File: src/rtl/uart_rx_pkg.sv
// Shared constants, FSM state enum and configuration payload for the UART receiver control slice.
package uart_rx_pkg;

  localparam int unsigned PS_W           = 5;
  localparam int unsigned IDLE_W         = 9;
  localparam int unsigned FRAME_BITS_MAX = 11;

  localparam logic [PS_W-1:0] PRESCALE_RST = 5'd8;
  localparam logic            PAR_EN_RST   = 1'b1;
  localparam logic            PAR_TYP_RST  = 1'b0;

  localparam logic [PS_W-1:0] PRESCALE_8  = 5'd8;
  localparam logic [PS_W-1:0] PRESCALE_16 = 5'd16;

  typedef enum logic [1:0] {
    ST_RUN   = 2'd0,
    ST_PEND  = 2'd1,
    ST_APPLY = 2'd2
  } ctrl_state_e;

  // Receiver run-time configuration payload.
  typedef struct packed {
    logic [PS_W-1:0] prescale;
    logic            par_en;
    logic            par_typ;
  } rx_cfg_t;

  localparam rx_cfg_t CFG_RST = '{prescale: PRESCALE_RST, par_en: PAR_EN_RST, par_typ: PAR_TYP_RST};

endpackage

File: src/rtl/uart_rx_fifo.sv
// First-word-fall-through byte FIFO.
// Ports: clk, rst (async active-low); push/push_data write side;
// pop_ready consumer handshake; m_valid/m_data head of queue (m_data is
// combinational from storage); count occupancy; drop_c flags a push lost
// because the FIFO was full and nothing was popped.
module uart_rx_fifo #(
  parameter  int unsigned DEPTH = 8,
  localparam int unsigned AW    = $clog2(DEPTH)
) (
  input  logic          clk,
  input  logic          rst,
  input  logic          push,
  input  logic [7:0]    push_data,
  input  logic          pop_ready,
  output logic          m_valid,
  output logic [7:0]    m_data,
  output logic [AW:0]   count,
  output logic          drop_c
);

  localparam logic [AW:0] FULL_CNT = (AW+1)'(DEPTH);

  logic [7:0]    mem [DEPTH];
  logic [AW-1:0] wr_ptr;
  logic [AW-1:0] rd_ptr;
  logic          full_c;
  logic          pop_c;
  logic          push_ok_c;
  logic [AW:0]   count_nxt_c;

  // A full FIFO still accepts a push when the head leaves in the same cycle.
  assign full_c    = (count == FULL_CNT);
  assign pop_c     = m_valid & pop_ready;
  assign push_ok_c = push & (~full_c | pop_c);
  assign drop_c    = push & full_c & ~pop_c;
  assign m_data    = mem[rd_ptr];

  always_comb begin
    count_nxt_c = count;
    case ({push_ok_c, pop_c})
      2'b10:   count_nxt_c = count + (AW+1)'(1);
      2'b01:   count_nxt_c = count - (AW+1)'(1);
      default: count_nxt_c = count;
    endcase
  end

  // Pointers, occupancy and registered not-empty flag.
  always_ff @(posedge clk or negedge rst) begin
    if (!rst) begin
      wr_ptr  <= '0;
      rd_ptr  <= '0;
      count   <= '0;
      m_valid <= 1'b0;
    end else begin
      if (push_ok_c) wr_ptr <= wr_ptr + AW'(1);
      if (pop_c)     rd_ptr <= rd_ptr + AW'(1);
      count   <= count_nxt_c;
      m_valid <= (count_nxt_c != '0);
    end
  end

  // Storage needs no reset; contents are only visible while m_valid is high.
  always_ff @(posedge clk) begin
    if (push_ok_c) mem[wr_ptr] <= push_data;
  end

endmodule

File: src/rtl/uart_rx_ctrl.sv
// UART receiver sequencing/buffering controller.
// Holds the receiver configuration and applies host updates only after the
// line has been idle for a full maximum-length frame; buffers received bytes
// in a FWFT FIFO drained with m_valid/m_ready.
// Ports: clk, rst (async active-low); cfg_wr/cfg_prescale/cfg_par_en/
// cfg_par_typ host update, cfg_busy/cfg_err status; rx_in line monitor;
// prescale/par_en/par_typ to the receiver; rx_data_valid/rx_p_data byte
// input; m_valid/m_data/m_ready consumer side; fifo_count, overflow,
// ovf_clr; ovf_count only when UART_RX_CTRL_OVF_CNT_EN is defined.
module uart_rx_ctrl #(
  parameter  int unsigned DEPTH = 8,
  localparam int unsigned AW    = $clog2(DEPTH)
) (
  input  logic          clk,
  input  logic          rst,
  input  logic          cfg_wr,
  input  logic [4:0]    cfg_prescale,
  input  logic          cfg_par_en,
  input  logic          cfg_par_typ,
  output logic          cfg_busy,
  output logic          cfg_err,
  input  logic          rx_in,
  output logic [4:0]    prescale,
  output logic          par_en,
  output logic          par_typ,
  input  logic          rx_data_valid,
  input  logic [7:0]    rx_p_data,
  output logic          m_valid,
  output logic [7:0]    m_data,
  input  logic          m_ready,
  output logic [AW:0]   fifo_count,
  output logic          overflow,
  input  logic          ovf_clr
`ifdef UART_RX_CTRL_OVF_CNT_EN
  ,
  output logic [7:0]    ovf_count
`endif
);

  import uart_rx_pkg::*;

  ctrl_state_e         state, state_nxt;
  rx_cfg_t             cfg_q, shadow_q, req_c;
  logic [IDLE_W-1:0]   idle_cnt, idle_nxt;
  logic [IDLE_W-1:0]   idle_term_c;
  logic                cfg_legal_c;
  logic                shadow_ld;
  logic                apply;
  logic                err_nxt;
  logic                drop_c;

  assign req_c       = '{prescale: cfg_prescale, par_en: cfg_par_en, par_typ: cfg_par_typ};
  assign cfg_legal_c = (cfg_prescale == PRESCALE_8) || (cfg_prescale == PRESCALE_16);
  // Idle threshold follows the prescale currently in use, not the pending one.
  assign idle_term_c = IDLE_W'(FRAME_BITS_MAX) * IDLE_W'(cfg_q.prescale) - IDLE_W'(1);

  assign prescale = cfg_q.prescale;
  assign par_en   = cfg_q.par_en;
  assign par_typ  = cfg_q.par_typ;

  // Next-state, shadow load, apply and reject decisions.
  always_comb begin
    state_nxt = state;
    idle_nxt  = idle_cnt;
    shadow_ld = 1'b0;
    apply     = 1'b0;
    err_nxt   = 1'b0;
    case (state)
      ST_RUN: begin
        if (cfg_wr) begin
          if (cfg_legal_c) begin
            shadow_ld = 1'b1;
            idle_nxt  = '0;
            state_nxt = ST_PEND;
          end else begin
            err_nxt = 1'b1;
          end
        end
      end
      ST_PEND: begin
        if (cfg_wr) begin
          if (cfg_legal_c) shadow_ld = 1'b1;
          else             err_nxt   = 1'b1;
        end
        if (!rx_in) begin
          idle_nxt = '0;
        end else if (idle_cnt == idle_term_c) begin
          apply     = 1'b1;
          state_nxt = ST_APPLY;
        end else begin
          idle_nxt = idle_cnt + IDLE_W'(1);
        end
      end
      ST_APPLY: begin
        state_nxt = ST_RUN;
        if (cfg_wr) err_nxt = 1'b1;
      end
      default: state_nxt = ST_RUN;
    endcase
  end

  // FSM state, shadow/applied configuration and status flops.
  always_ff @(posedge clk or negedge rst) begin
    if (!rst) begin
      state    <= ST_RUN;
      idle_cnt <= '0;
      shadow_q <= '0;
      cfg_q    <= CFG_RST;
      cfg_busy <= 1'b0;
      cfg_err  <= 1'b0;
    end else begin
      state    <= state_nxt;
      idle_cnt <= idle_nxt;
      cfg_busy <= (state_nxt != ST_RUN);
      cfg_err  <= err_nxt;
      if (shadow_ld) shadow_q <= req_c;
      // A legal write landing on the apply edge is the newest request, so forward it.
      if (apply)     cfg_q    <= shadow_ld ? req_c : shadow_q;
    end
  end

  uart_rx_fifo #(.DEPTH(DEPTH)) u_fifo (
    .clk       (clk),
    .rst       (rst),
    .push      (rx_data_valid),
    .push_data (rx_p_data),
    .pop_ready (m_ready),
    .m_valid   (m_valid),
    .m_data    (m_data),
    .count     (fifo_count),
    .drop_c    (drop_c)
  );

  // Sticky overflow; a new drop wins over a clear in the same cycle.
  always_ff @(posedge clk or negedge rst) begin
    if (!rst)         overflow <= 1'b0;
    else if (drop_c)  overflow <= 1'b1;
    else if (ovf_clr) overflow <= 1'b0;
  end

`ifdef UART_RX_CTRL_OVF_CNT_EN
  // Saturating drop counter; a drop coinciding with a clear restarts at 1.
  always_ff @(posedge clk or negedge rst) begin
    if (!rst) begin
      ovf_count <= '0;
    end else if (drop_c) begin
      if (ovf_clr)                 ovf_count <= 8'd1;
      else if (ovf_count != 8'hFF) ovf_count <= ovf_count + 8'd1;
    end else if (ovf_clr) begin
      ovf_count <= '0;
    end
  end
`endif

endmodule

File: config.mk
export PLATFORM = sky130hd
export DESIGN_NAME = uart_rx_ctrl
export DESIGN_NICKNAME = d
export VERILOG_FILES = /design/src/rtl/uart_rx_pkg.sv /design/src/rtl/uart_rx_fifo.sv /design/src/rtl/uart_rx_ctrl.sv
export SDC_FILE = /design/constraint.sdc
export NUM_CORES = 1
export LEC_CHECK = 0
export BUFFER_PORTS_ARGS = -buffer_cell sky130_fd_sc_hd__buf_2
export CAP_MARGIN = 20
export CORE_MARGIN = 5
export CORE_UTILIZATION = 25
export CTS_BUF_LIST = sky130_fd_sc_hd__clkbuf_2
export DETAILED_ROUTE_END_ITERATION = 10
export GPL_ROUTABILITY_DRIVEN = 0
export MAX_ROUTING_LAYER = met4
export PLACE_DENSITY = 0.4
export SLEW_MARGIN = 20
export SYNTH_ARGS = -nofsm -noshare
export SYNTH_HDL_FRONTEND = slang
export SYNTH_SLANG_ARGS = --single-unit
File: constraint.sdc
create_clock -name clk -period 6.22 [get_ports clk]
set_input_delay 0.622 -clock clk [delete_from_list [all_inputs] [get_ports clk]]
set_output_delay 0.622 -clock clk [all_outputs]
set_load 0.02 [all_outputs]
== Yosys cells after proc, flatten, opt, wreduce, memory -nomap -nowiden ==
Memories as Yosys holds them, arrays and structs flattened.
Index checks and enable logic that the tools add are counted.

* Bits in registers: 39
* RAM bits: 64
* Output and inout port bits: 23
* Logic and storage cells: 75
* Memories: 1

* $add $sub $neg: 6
* Multipliers: 1
* Equality and inequality tests: 11
* Mux-type cells: 26
* Bitwise gates (word level): 7
* Reductions and logical operators: 8

{| class="wikitable"
|+ Memory list
! memory !! depth !! bits a word !! read ports !! clocked after memory_dff !! write ports !! line !! source
|-
| u_fifo.mem || 8 || 8 || 1 || 0 || 1 || uart_rx_fifo.sv:23 || <nowiki>logic [7:0] mem [DEPTH];</nowiki>
|}

{| class="wikitable"
|+ Operators with widths
! kind !! count
|-
| $mux W9 || 4
|-
| $pmux W9 S2 || 1
|-
| $mux W1 || 13
|-
| $add A9 B1 Y9 const B || 1
|-
| $eq A9 B9 Y1 || 1
|-
| $mul A4 B5 Y9 const A || 1
|-
| $sub A9 B1 Y9 const B || 1
|-
| $mux W2 || 4
|-
| $pmux W4 S2 || 1
|-
| $mux W7 || 1
|-
| $add A3 B1 Y3 const B || 2
|-
| $reduce_bool A2 Y1 || 3
|-
| $eq A5 B4 Y1 const B || 1
|-
| $eq A5 B5 Y1 const B || 1
|-
| $add A4 B1 Y4 const B || 1
|-
| $and A1 B1 Y1 || 4
|-
| $eq A2 B1 Y1 const B || 2
|-
| $eq A2 B2 Y1 const B || 2
|-
| $eq A4 B4 Y1 const B || 1
|-
| $ne A2 B2 Y1 const B || 2
|-
| $pmux W2 S2 || 1
|-
| $reduce_and A4 Y1 || 1
|-
| $reduce_bool A4 Y1 || 1
|-
| $sub A4 B1 Y4 const B || 1
|-
| other kinds (7) || 8
|}

== Depth between registers and ports, before layout ==
Gate-level depths: netlist (run 1).

* Depth in word-level cells: 7
* Depth in mapped cells: 14
* Depth with buffers taken out: 13

== Modules after synthesis ==
A second synthesis (run 1) with hierarchy kept.

* Cell total of the unflattened synthesis: 345
* Area total of the unflattened synthesis: 4895.9 µm²

{| class="wikitable"
|+ Modules (own cells, without submodules)
! module !! times used !! cells each !! area an instance (µm²) !! sequential area each (µm²)
|-
| uart_rx_fifo || 1 || 154 || 3017.9 || 2197.1
|-
| uart_rx_ctrl || 1 || 191 || 1878.1 || 703.2
|}

== Least setup slack after synthesis (run 1) ==
No wires, ideal clock.

* Path kind: register -> register
* Start point: register cfg_q, in the netlist prescale[0]
* End point: register cfg_q, in the netlist par_typ
* Arrival: 3.559 ns
* Slack: 2.536 ns
* Stages on the path, launching flop included: 14
* Buffers on the path: 1
* Period minus slack after synthesis: 3.684 ns
* Cell sequence: dfrtp_1 inv_1 fa_1 inv_1 fa_1 ha_1 nand2_2 o31ai_2 xnor2_1 nor4_2 and3_4 and2_4 buf_6 mux2_4

* Word-level cells in the longest chain between the ends: 6

{| class="wikitable"
|+ RTL lines
! element !! line !! source
|-
| start, declared || uart_rx_ctrl.sv:43 || <nowiki>rx_cfg_t cfg_q, shadow_q, req_c;</nowiki>
|-
| start signal, assigned || uart_rx_ctrl.sv:118 || <nowiki>if (apply) cfg_q <= shadow_ld ? req_c : shadow_q;</nowiki>
|-
| $mul A4 B5 Y9 || uart_rx_ctrl.sv:55 || <nowiki>assign idle_term_c = IDLE_W'(FRAME_BITS_MAX) * IDLE_W'(cfg_q.prescale) - IDLE_W'(1);</nowiki>
|-
| $sub A9 B1 Y9 || uart_rx_ctrl.sv:55 ||
|-
| $eq A9 B9 Y1 || uart_rx_ctrl.sv:87 || <nowiki>end else if (idle_cnt == idle_term_c) begin</nowiki>
|-
| $mux W1 || uart_rx_ctrl.sv:87 ||
|-
| $mux W1 || uart_rx_ctrl.sv:85 || <nowiki>if (!rx_in) begin</nowiki>
|-
| $mux W1 || uart_rx_ctrl.sv:68 || <nowiki>case (state)</nowiki>
|}

Every way passes these cells.
A chain may end at the register's enable or synchronous reset.

== Final worst setup path (run 1) ==
* Start point: register cfg_q, in the netlist prescale[3]
* End point: register cfg_q, in the netlist par_typ

The elaborated chain is that of the path after synthesis.

==> implementation parameters, run 1 <==
Parameter                              Value

Route
  Count of nets left with antenna violations after detail routing ... 0
  Initial drt markers ... 94
  Routed wire length ... roughly 10000 µm
  Average wire length per cell after detail routing ... approximately 15 µm
  First-pass iteration count of the detailed router ... 4
  Number of vias after detailed routing ... approximately 2700
  Average via count per standard cell ... 4.15
  Total DRC errors in the routed layout ... 0

Timing
  Slew at the pin closest to its max-slew limit ... 0.932 ns
  Post-layout min period ... roughly 3.8 ns
  Max-slew violations ... 0
  Hold slack ... between 0.06 and 0.07 ns
  Final clock period utilization by the worst path ... approximately three fifths
  Tightest slew margin relative to the limit ... about 38%
  Final setup viols ... 0
  Maximum clock frequency ... 262 MHz
  Final worst clock skew ... 0.0352 ns
  Unrepaired setup endpoints after global routing ... false
  Number of endpoints with negative hold slack in the final report ... 0
  Accumulated negative setup slack ... 0 ns

Logic synthesis
  Main combinational cell family by area after synthesis ... multiplexers
  Area of the mapped netlist ... ~4900 µm²
  Part of the Yosys area used for sequential elements ... ~60%
  Area fraction of the dominant cell type after synthesis ... about two fifths
  Count of yosys warnings during synthesis ... 0
  Simple-gate portion of the synthesized area ... under 10%
  EDFF count, synth ... 64
  Share of the synthesized netlist area taken by xor and xnor gates ... about 4.3%
  Fraction of synthesized area in multiplexers ... 11.5%
  Async set-reset flop share out of synthesis ... a little under two fifths
  Synthesized area per cell ... about 15 µm²
  Register bit count reported by yosys ... 103
  Largest area contributor in the netlist ... sky130_fd_sc_hd__edfxtp_1
  Post-Synth Adder-Cell Area ... under 10%
  Compound-cell area share of the yosys netlist ... roughly 5.3%
  Top flip-flop cell by instance count after synthesis ... sky130_fd_sc_hd__edfxtp_1
  Net count of the mapped netlist ... approximately 380
  Top cells by area in the synthesized netlist ... sky130_fd_sc_hd__edfxtp_1 (40%), sky130_fd_sc_hd__dfrtp_1 (19%), sky130_fd_sc_hd__mux4_2 (7.4%), sky130_fd_sc_hd__ha_1 (5.2%), sky130_fd_sc_hd__xnor2_1 (3.6%)
  Number of distinct library cells after synthesis ... 45
  Synthesized netlist cell count ... between 300 and 400

Clocking
  Clock tree root driver cell ... sky130_fd_sc_hd__clkbuf_2
  Number of resized instances in the post-cts repair step ... 0
  CTS tree ... yes
  Clock sinks ... 103
  Clock slew at reported path FFs ... 0.31 ns
  Clock insertion delay at the later pin of the skew report ... ~0.63 ns
  Post-CTS setup-driven buffer insertion count ... 0
  Number of buffers on the longest clock path ... 2
  Total of hold buffers inserted after clock tree synthesis ... 0
  Number of H-tree levels ... 3
  Number of buffers added by the clock tree synthesis step ... 9

Setup path
  CP Buf/Inv Count ... 2
  Setup Crit Path Kind ... flip-flop to flip-flop
  CP Data Required Time ... 6.79 ns
  Max FO, Critical Path ... 12
  Data arrival time of the worst path ... ~4.4 ns
  Crit start category ... flip-flop
  Critical path, cell by cell ... inv_1 > fa_1 > inv_1 > fa_1 > ha_1 > nand2_2 > o31ai_2 > xnor2_1 > nor4_2 > and3_4 > and2_4 > mux2_4
  Max stage delay on crit path ... just over 0.6 ns
  Kind of cell adding the most delay to the critical path ... adder cells
  Crit path capture type ... flip-flop
  Cell with the largest stage delay on the worst path ... sky130_fd_sc_hd__dfstp_2

Cells and area
  Share of post-route cells with drive strength above 1 ... roughly 29%
  Combined area of the multi-input logic cells ... 1840 µm²
  Total area of sequential cells ... 2900 µm²
  Final #Nets ... ~420
  Syn-to-layout area delta ... 13.1%
  Utilization after layout ... 28.5%
  Fillcell total ... 2008

Global route
  First-pass GRT wire length ... ~16000 µm
  Antenna violations before repair ... 1
  Total global routing track utilization ... roughly a tenth
  Maximum number of pins on one net before global-route repair ... 40
  Vias in the first global route ... approximately 2800
  Congestion Overflow GR ... 0

Flow run
  Max-cap viol count ... 0

Floorplanning
  Ports placed on the boundary ... 45
  Die ar. ... ~22000 µm²
  Die Y ... around 150 µm
  Placeable core region ... ~19000 µm²
  Total number of placement rows ... 51
  Starting density of the core ... roughly 25%
  Die extent in x ... between 100 and 150 µm

Placed design
  DPL Wire Length ... 6960 µm
  Number of port buffers ... between 40 and 50

Hold path
  Worst hold-check path type ... input port to asynchronous set/reset pin

Run status
  Run status ... completed

Pwr
  Leakage power figure ... ~2.1 nW
  Maximum resistive drop on vdd ... 0.0833 mV
  Power per standard cell area ... 326 nW/µm²
[metrics by stage]
| stage | power, mW | cells | worst slack, ns | cell area [µm²] |
|---|---|---|---|---|
| finish | 1.79 | 646 | 2.40 | 5490 |
| global route | 1.91 | 646 | 2.18 | 5490 |
| global placement | 1.52 | 629 | 2.47 | 5390 |
| floorplan | 1.33 | 327 | 2.54 | 4850 |
| CTS | 1.83 | 645 | 2.36 | 5490 |
| detailed placement | 1.53 | 629 | 2.38 | 5390 |
[cells by family (layout without fill, tap and decap cells)]
| kind of cell | after synthesis | after routing |
|---|---|---|
| AND/OR/NAND/NOR | 75 | 75 |
| buffers and inverters | 32 | 85 |
| adder cells (fa/ha/maj) | 27 | 27 |
| XOR/XNOR | 24 | 24 |
| other | 0 | 1 |
| multiplexers | 33 | 33 |
| flip-flops | 103 | 103 |
| AO/OA/AOI/OAI | 33 | 33 |
[final timing paths]
check	end	cells after the start	from	slack, ns
max in group asynchronous	u_fifo.wr_ptr[1]	1	rst	5.55
worst min-delay path	prescale[4]	1	rst	0.06
worst max-delay path	par_typ	12	prescale[3]	2.40
min in group clk	overflow	2	ovf_clr	0.16
worst min register to register	shadow_q[4]	1	shadow_q[4]	0.52
worst max register to register	par_typ	12	prescale[3]	2.40
[metal layers]
layer | wire length, µm | global-route usage [%] | part of all wire, %
met1 | 4640 | 12.2 | 46
met2 | 4910 | 15.7 | 49
met3 | 293 | 2.13 | 2.9
met4 | 157 | 3.71 | 1.6
met5 | 0 | - | 0
[where the power goes]
part	switching [mW]	internal, mW
sequential	0.0958	0.835
combinational	0.292	0.270
clock	0.238	0.0552
total	0.626	1.16
[cells in the mapped netlist, drive strengths merged (5+ instances only)]
cell type,count
xnor2,20
a21oi,6
mux4,16
and3,5
dfrtp,37
inv,23
o21ai,9
and2,5
nand2b,9
mux2,15
a221o,5
clkbuf,5
nor2,12
nand2,17
edfxtp,64
ha,20
fa,7
nand3,10
[placed cells by master (no fill, tap or decap), types with 7 or more instances in the layout]
cell type	netlist	routed
sky130_fd_sc_hd__edfxtp_1	64	64
sky130_fd_sc_hd__nand3_1	10	10
sky130_fd_sc_hd__mux2_2	13	13
sky130_fd_sc_hd__o21ai_0	9	9
sky130_fd_sc_hd__ha_1	20	20
sky130_fd_sc_hd__mux4_2	16	16
sky130_fd_sc_hd__nand2_1	16	16
sky130_fd_sc_hd__buf_2	1	44
sky130_fd_sc_hd__fa_1	7	7
sky130_fd_sc_hd__inv_1	23	23
sky130_fd_sc_hd__dfrtp_1	37	37
sky130_fd_sc_hd__nand2b_1	9	9
sky130_fd_sc_hd__xnor2_1	20	20
sky130_fd_sc_hd__nor2_1	12	12
sky130_fd_sc_hd__clkbuf_2	0	9
[area by class of cell]
cell class	count	share of cell area (%)
Antenna cell	1	0.0456
Clock buffer	9	0.821
Clock inverter	7	0.844
Inverter	23	1.57
Multi-Input combinational cell	192	33.5
Sequential cell	103	52.8
Tap cell	265	6.04
Timing Repair Buffer	46	4.29
[state kept, by name (all words and copies together) (netlist names)]
name / cells
cfg_err: 1
u_fifo.count: 4
u_fifo.wr_ptr: 3
overflow: 1
shadow_q: 7
cfg_busy: 1
u_fifo.mem: 64
prescale: 5
par_typ: 1
u_fifo.m_valid: 1
state: 2
idle_cnt: 9
u_fifo.rd_ptr: 3
par_en: 1
(Power assumes the default switching activity.)
==> run 2: changes to the inputs <==
--- a/config.mk
+++ b/config.mk
@@ -13,7 +13,7 @@
 export DETAILED_ROUTE_END_ITERATION = 10
 export GPL_ROUTABILITY_DRIVEN = 0
 export MAX_ROUTING_LAYER = met4
-export PLACE_DENSITY = 0.4
+export PLACE_DENSITY = 0.42
 export SLEW_MARGIN = 20
 export SYNTH_ARGS = -nofsm -noshare
 export SYNTH_HDL_FRONTEND = slang
==> constraint.sdc (replaced) <==
create_clock -name clk -period 3.5 [get_ports clk]
set_input_delay 0.35 -clock clk [delete_from_list [all_inputs] [get_ports clk]]
set_output_delay 0.35 -clock clk [all_outputs]
set_load 0.02 [all_outputs]
==> implementation parameters, run 2 (synthesized netlist as in run 1, its figures left out) <==
Parameter                              Value

Placed design
  Cell Count Post-Placement ... approximately 640
  Number of port buffers ... 44
  DPL Wire Length ... approximately 7000 µm
  Placement-stage worst setup slack ... approximately 0.023 ns
  Placed cell areas ... around 5500 µm²

Setup path
  Setup Crit Path Kind ... flip-flop to flip-flop
  Max FO, Critical Path ... 7
  Critical path, cell by cell ... inv_2 > fa_1 > inv_2 > fa_2 > ha_4 > buf_6 > xnor2_2 > xnor2_1 > nor4_2 > and3_4 > and2_4 > mux2_4
  Cell mode on critical path ... sky130_fd_sc_hd__inv_2
  Crit path capture type ... flip-flop
  CP Data Required Time ... approximately 4 ns
  Cell with the largest stage delay on the worst path ... sky130_fd_sc_hd__dfstp_2
  Crit start category ... flip-flop
  Max stage delay on crit path ... roughly 0.60 ns
  Data arrival time of the worst path ... 3.98 ns

Route
  Number of vias after detailed routing ... 2846
  Average via count per standard cell ... 4.20
  Average wire length per cell after detail routing ... about 15 µm
  First-pass iteration count of the detailed router ... 4
  Routed wire length ... between 10000 and 15000 µm
  Total DRC errors in the routed layout ... 0
  Count of nets left with antenna violations after detail routing ... 0
  Initial drt markers ... 82

Floorplanning
  Placeable core region ... 19300 µm²
  Die extent in x ... approximately 150 µm
  Starting density of the core ... 25.2%
  Total number of placement rows ... 51
  Die Y ... between 100 and 150 µm
  Die ar. ... 22300 µm²
  Ports placed on the boundary ... 45

Cells and area
  Fillcell total ... 1976
  Most common cell after layout, fill and taps aside ... sky130_fd_sc_hd__edfxtp_1
  Final #Nets ... between 400 and 500
  Share of post-route cells with drive strength above 1 ... about a third
  Utilization after layout ... 30.7%
  Leading cell types in the layout, fill and taps excluded ... sky130_fd_sc_hd__edfxtp_1 (64), sky130_fd_sc_hd__buf_2 (44), sky130_fd_sc_hd__dfrtp_1 (36)
  Design area ... between 5000 and 6000 µm²
  Register ranked first by flip-flop count ... u_fifo.mem
  Syn-to-layout area delta ... 21.8%
  Flip-flop count of the largest register, all copies and words added ... 64
  Largest registers ... u_fifo.mem: 64 flops, idle_cnt: 9 flops, shadow_q: 7 flops
  Final instance count without filler cells ... around 680

Timing
  Post-layout min period ... 3.48 ns
  Accumulated negative setup slack ... 0 ns
  Final worst clock skew ... 0.0346 ns
  Final clock period utilization by the worst path ... just under 100%
  Slew at the pin closest to its max-slew limit ... a little over 0.9 ns
  Hold slack ... 0.137 ns
  Crit path setup slack, layout ... about 0.024 ns
  Tightest slew margin relative to the limit ... approximately 38%
  Maximum clock frequency ... ~290 MHz
  Number of endpoints with negative hold slack in the final report ... 0
  Unrepaired setup endpoints after global routing ... true
  Max-slew violations ... 0
  Final setup viols ... 0

Pwr
  Final Power ... 3.33 mW
  Leakage power figure ... around 2.3 nW
  NetSw ... 1.10 mW
  Maximum resistive drop on vdd ... ~0.21 mV
  Power per standard cell area ... 563 nW/µm²
  Reg power frac ... about half
  Net switching share of the total power ... between 30 and 40%
  Clock power share ... 19.3%
  Cell internal pwr ... 2.23 mW
  Combinational power share ... around 31%

Run status
  Run status ... completed

Clocking
  CTS tree ... yes
  Clock insertion delay at the later pin of the skew report ... between 0.5 and 0.6 ns
  Number of buffers on the longest clock path ... 2
  Number of buffers added by the clock tree synthesis step ... 9
  Clock slew at reported path FFs ... 0.27 ns
  Clock tree root driver cell ... sky130_fd_sc_hd__clkbuf_2
  Clock sinks ... 103
  Number of H-tree levels ... 3

Global route
  Maximum number of pins on one net before global-route repair ... 40
  Antenna violations before repair ... 1
  Vias in the first global route ... approximately 3000
  Total global routing track utilization ... between 9 and 10%
  Congestion Overflow GR ... 0
  First-pass GRT wire length ... 16500 µm

Flow run
  Max-cap viol count ... 0

Hold path
  Worst hold-check path type ... input port to flip-flop
## run 2: worst paths after layout
kind | from | depth (start not counted) | slack, ns | to
max in group asynchronous | rst | 2 | 2.49 | prescale[0]
hold reg to reg | shadow_q[4] | 1 | 0.53 | shadow_q[4]
setup reg to reg | prescale[3] | 12 | 0.02 | par_typ
hold / removal | rx_in | 3 | 0.14 | idle_cnt[7]
min in group asynchronous | rst | 2 | 0.37 | u_fifo.count[2]
setup / recovery | prescale[3] | 12 | 0.02 | par_typ
## run 2: final cells by class
type	instances	area, µm²	area share, %
multi-input combinational	192	1930	32.7
timing repair buffer	77	514	8.70
inverter	23	86.3	1.46
antenna	1	2.50	0.0424
sequential	103	2900	49.1
clock inverter	7	95.1	1.61
tap	265	332	5.61
clock buffer	9	45.0	0.762
## run 2: critical path: cells and delay by family (launching register included)
kind,cells,cell delay [ns]
flops,1,0.60
mux,1,0.29
xor+xnor,2,0.26
simple gates,3,0.81
fa+ha+maj,3,1.24
buf+inv,3,0.21
## run 2: repair_timing
action                                 CTS  global route
setup endpoints to repair                0            15
hold buffers                            17             0
gates resized for setup                  0            16
endpoints found under the hold margin  108             0
setup buffers                            0             1
## run 2: power by group through the flow
| stage | Clock (mW) | Sequential [mW] | Combinational, mW |
|---|---|---|---|
| final | 0.644 | 1.65 | 1.03 |
| after global routing | 0.736 | 1.68 | 1.13 |
| after CTS | 0.687 | 1.66 | 1.06 |
| after detailed placement | 0 | 1.69 | 1.04 |
| after global placement | 0 | 1.68 | 1.03 |
| after floorplan | 0 | 1.62 | 0.754 |
## run 2: layer usage
metal / vias up / GRT usage, % / share of wire, %
li1: 1372 / - / -
met1: 1423 / 12.4 / 45
met2: 37 / 16.2 / 51
met3: 14 / 1.79 / 2.6
met4: 0 / 3.84 / 1.8
met5: - / - / 0
==> run 3: changes to the inputs <==
--- a/config.mk
+++ b/config.mk
@@ -14,6 +14,7 @@
 export GPL_ROUTABILITY_DRIVEN = 0
 export MAX_ROUTING_LAYER = met4
 export PLACE_DENSITY = 0.42
+export RECOVER_POWER = 50
 export SLEW_MARGIN = 20
 export SYNTH_ARGS = -nofsm -noshare
 export SYNTH_HDL_FRONTEND = slang
==> implementation parameters, run 3 (synthesized netlist as in run 1, its figures left out) <==
Parameter                              Value

Run status
  Run status ... finished with violations
  Violated checks ... capacitance limit, slew limit

Timing
  Unrepaired setup endpoints after global routing ... true
  Tightest slew margin relative to the limit ... -47.8%
  Number of endpoints with negative hold slack in the final report ... 0
  Maximum clock frequency ... roughly 290 MHz
  Max-slew violations ... 40
  Final setup viols ... 0
  Final clock period utilization by the worst path ... 99.3%
  Post-layout min period ... around 3.5 ns
  Final worst clock skew ... between 0.03 and 0.04 ns
  Crit path setup slack, layout ... between 0.02 and 0.025 ns
  Slew at the pin closest to its max-slew limit ... approximately 2.2 ns

Cells and area
  Share of post-route cells with drive strength above 1 ... 30.4%
  Flip-flop count of the largest register, all copies and words added ... 64
  Leading cell types in the layout, fill and taps excluded ... sky130_fd_sc_hd__edfxtp_1 (64), sky130_fd_sc_hd__dfrtp_1 (36), sky130_fd_sc_hd__buf_2 (34)
  Register ranked first by flip-flop count ... u_fifo.mem
  Design area ... roughly 5900 µm²
  Largest registers ... u_fifo.mem: 64 flops, idle_cnt: 9 flops, shadow_q: 7 flops
  Final #Nets ... between 400 and 500
  Syn-to-layout area delta ... 21.5%
  Most common cell after layout, fill and taps aside ... sky130_fd_sc_hd__edfxtp_1

Route
  First-pass iteration count of the detailed router ... 4
  Initial drt markers ... slightly above 80
  Number of vias after detailed routing ... roughly 2900
  Routed wire length ... about 10000 µm
  Average wire length per cell after detail routing ... about 15 µm
  Count of nets left with antenna violations after detail routing ... 0
  Average via count per standard cell ... roughly 4.2
  Total DRC errors in the routed layout ... 0

Placed design
  Placement-stage worst setup slack ... between 0.02 and 0.025 ns
  Number of port buffers ... 44
  DPL Wire Length ... 6980 µm
  Placed cell areas ... around 5500 µm²

Global route
  Antenna violations before repair ... 1
  Vias in the first global route ... 2973
  Total global routing track utilization ... about a tenth
  Congestion Overflow GR ... 0
  Maximum number of pins on one net before global-route repair ... 40
  First-pass GRT wire length ... around 16000 µm

Pwr
  Maximum resistive drop on vdd ... around 0.20 mV
  Net switching share of the total power ... between 30% and 40%
  Clock power share ... 19.3%
  Leakage power figure ... 2.25 nW
  Cell internal pwr ... 2.23 mW
  Power per standard cell area ... between 500 and 600 nW/µm²
  Reg power frac ... 49.7%
  NetSw ... between 1 and 1.5 mW
  Combinational power share ... 31.0%

Clocking
  Number of buffers on the longest clock path ... 2
  Clock slew at reported path FFs ... between 0.2 and 0.3 ns
  Clock sinks ... 103
  Clock insertion delay at the later pin of the skew report ... 0.58 ns
  CTS tree ... yes
  Number of buffers added by the clock tree synthesis step ... 9
  Clock tree root driver cell ... sky130_fd_sc_hd__clkbuf_2
  Number of H-tree levels ... 3

Floorplanning
  Die extent in x ... approximately 150 µm
  Total number of placement rows ... 51
  Die ar. ... around 22000 µm²
  Ports placed on the boundary ... 45
  Die Y ... approximately 150 µm
  Placeable core region ... 19300 µm²
  Starting density of the core ... ~25%

Setup path
  Crit start category ... flip-flop
  CP Data Required Time ... 4.01 ns
  Max FO, Critical Path ... 7
  Crit path capture type ... flip-flop
  Data arrival time of the worst path ... ~4.0 ns
  Setup Crit Path Kind ... flip-flop to flip-flop

Flow run
  Max-cap viol count ... 1

Hold path
  Worst hold-check path type ... input port to flip-flop
==> run 3: cell types whose count changed in the layout (fill, tap and decap cells not counted) <==
cell                       previous run  this run
sky130_fd_sc_hd__buf_2               44        34
sky130_fd_sc_hd__clkbuf_1             0        10
==> run 3: final cells by class <==
cell class | instances | area, µm²
Multi-Input combinational cell | 192 | 1930
Antenna cell | 1 | 2.50
Tap cell | 265 | 332
Timing Repair Buffer | 77 | 502
Inverter | 23 | 86.3
Clock buffer | 9 | 45.0
Sequential cell | 103 | 2900
Clock inverter | 7 | 95.1
Fill cell | 1981 | 13400
==> run 3: worst max-delay path, cell delays in order, from the launching register on <==
cell and delay [ns]:
sky130_fd_sc_hd__dfstp_2 0.60, sky130_fd_sc_hd__inv_2 0.04, sky130_fd_sc_hd__fa_1 0.49, sky130_fd_sc_hd__inv_2 0.04, sky130_fd_sc_hd__fa_2 0.54, sky130_fd_sc_hd__ha_4 0.21, sky130_fd_sc_hd__buf_6 0.13, sky130_fd_sc_hd__xnor2_2 0.12
sky130_fd_sc_hd__xnor2_1 0.14, sky130_fd_sc_hd__nor4_2 0.34, sky130_fd_sc_hd__and3_4 0.29, sky130_fd_sc_hd__and2_4 0.18, sky130_fd_sc_hd__mux2_4 0.29
==> run 3: power by group through the flow <==
stage	Combinational (mW)	Sequential, mW	Clock, mW
2_1_floorplan	0.754	1.62	0
3_3_place_gp	1.03	1.68	0
3_5_place_dp	1.04	1.69	0
4_1_cts	1.06	1.66	0.687
5_1_grt	1.13	1.68	0.736
6_report	1.03	1.65	0.643
==> run 3: what timing repair did <==
action                     in CTS  in global routing
buffers inserted                0                  1
hold buffers                   17                  0
setup endpoints to repair       0                 15
hold endpoints to repair      108                  0
gates resized for setup         0                 16
==> run 3: worst paths after layout <==
| path | from | endpoint | slack [ns] | cells after the start |
|---|---|---|---|---|
| worst max register to register | prescale[3] | par_typ | 0.02 | 12 |
| worst max-delay path | prescale[3] | par_typ | 0.02 | 12 |
| max in group asynchronous | rst | prescale[0] | 1.19 | 2 |
| worst min-delay path | rx_in | idle_cnt[7] | 0.14 | 3 |
| min in group asynchronous | rst | u_fifo.count[2] | 0.90 | 2 |
| worst min register to register | shadow_q[4] | shadow_q[4] | 0.53 | 1 |
==> run 3: layer usage <==
layer  track usage [%]  routed length [µm]
met3              1.79                 250
met2              16.2                5110
met4              3.84                 182
met5                 -                   0
met1              12.4                4550
==> run 3: metrics by stage <==
stage	util [%]	instances	hold WS, ns	TNS, ns	power [mW]
2_1_floorplan	-	327	0.0544	0	2.37
3_3_place_gp	28.6	642	0.465	0	2.71
3_5_place_dp	28.6	642	0.469	0	2.73
4_1_cts	30.2	675	0.0345	0	3.41
5_1_grt	30.6	677	0.0762	-0.575	3.55
6_report	30.6	677	0.137	0	3.33
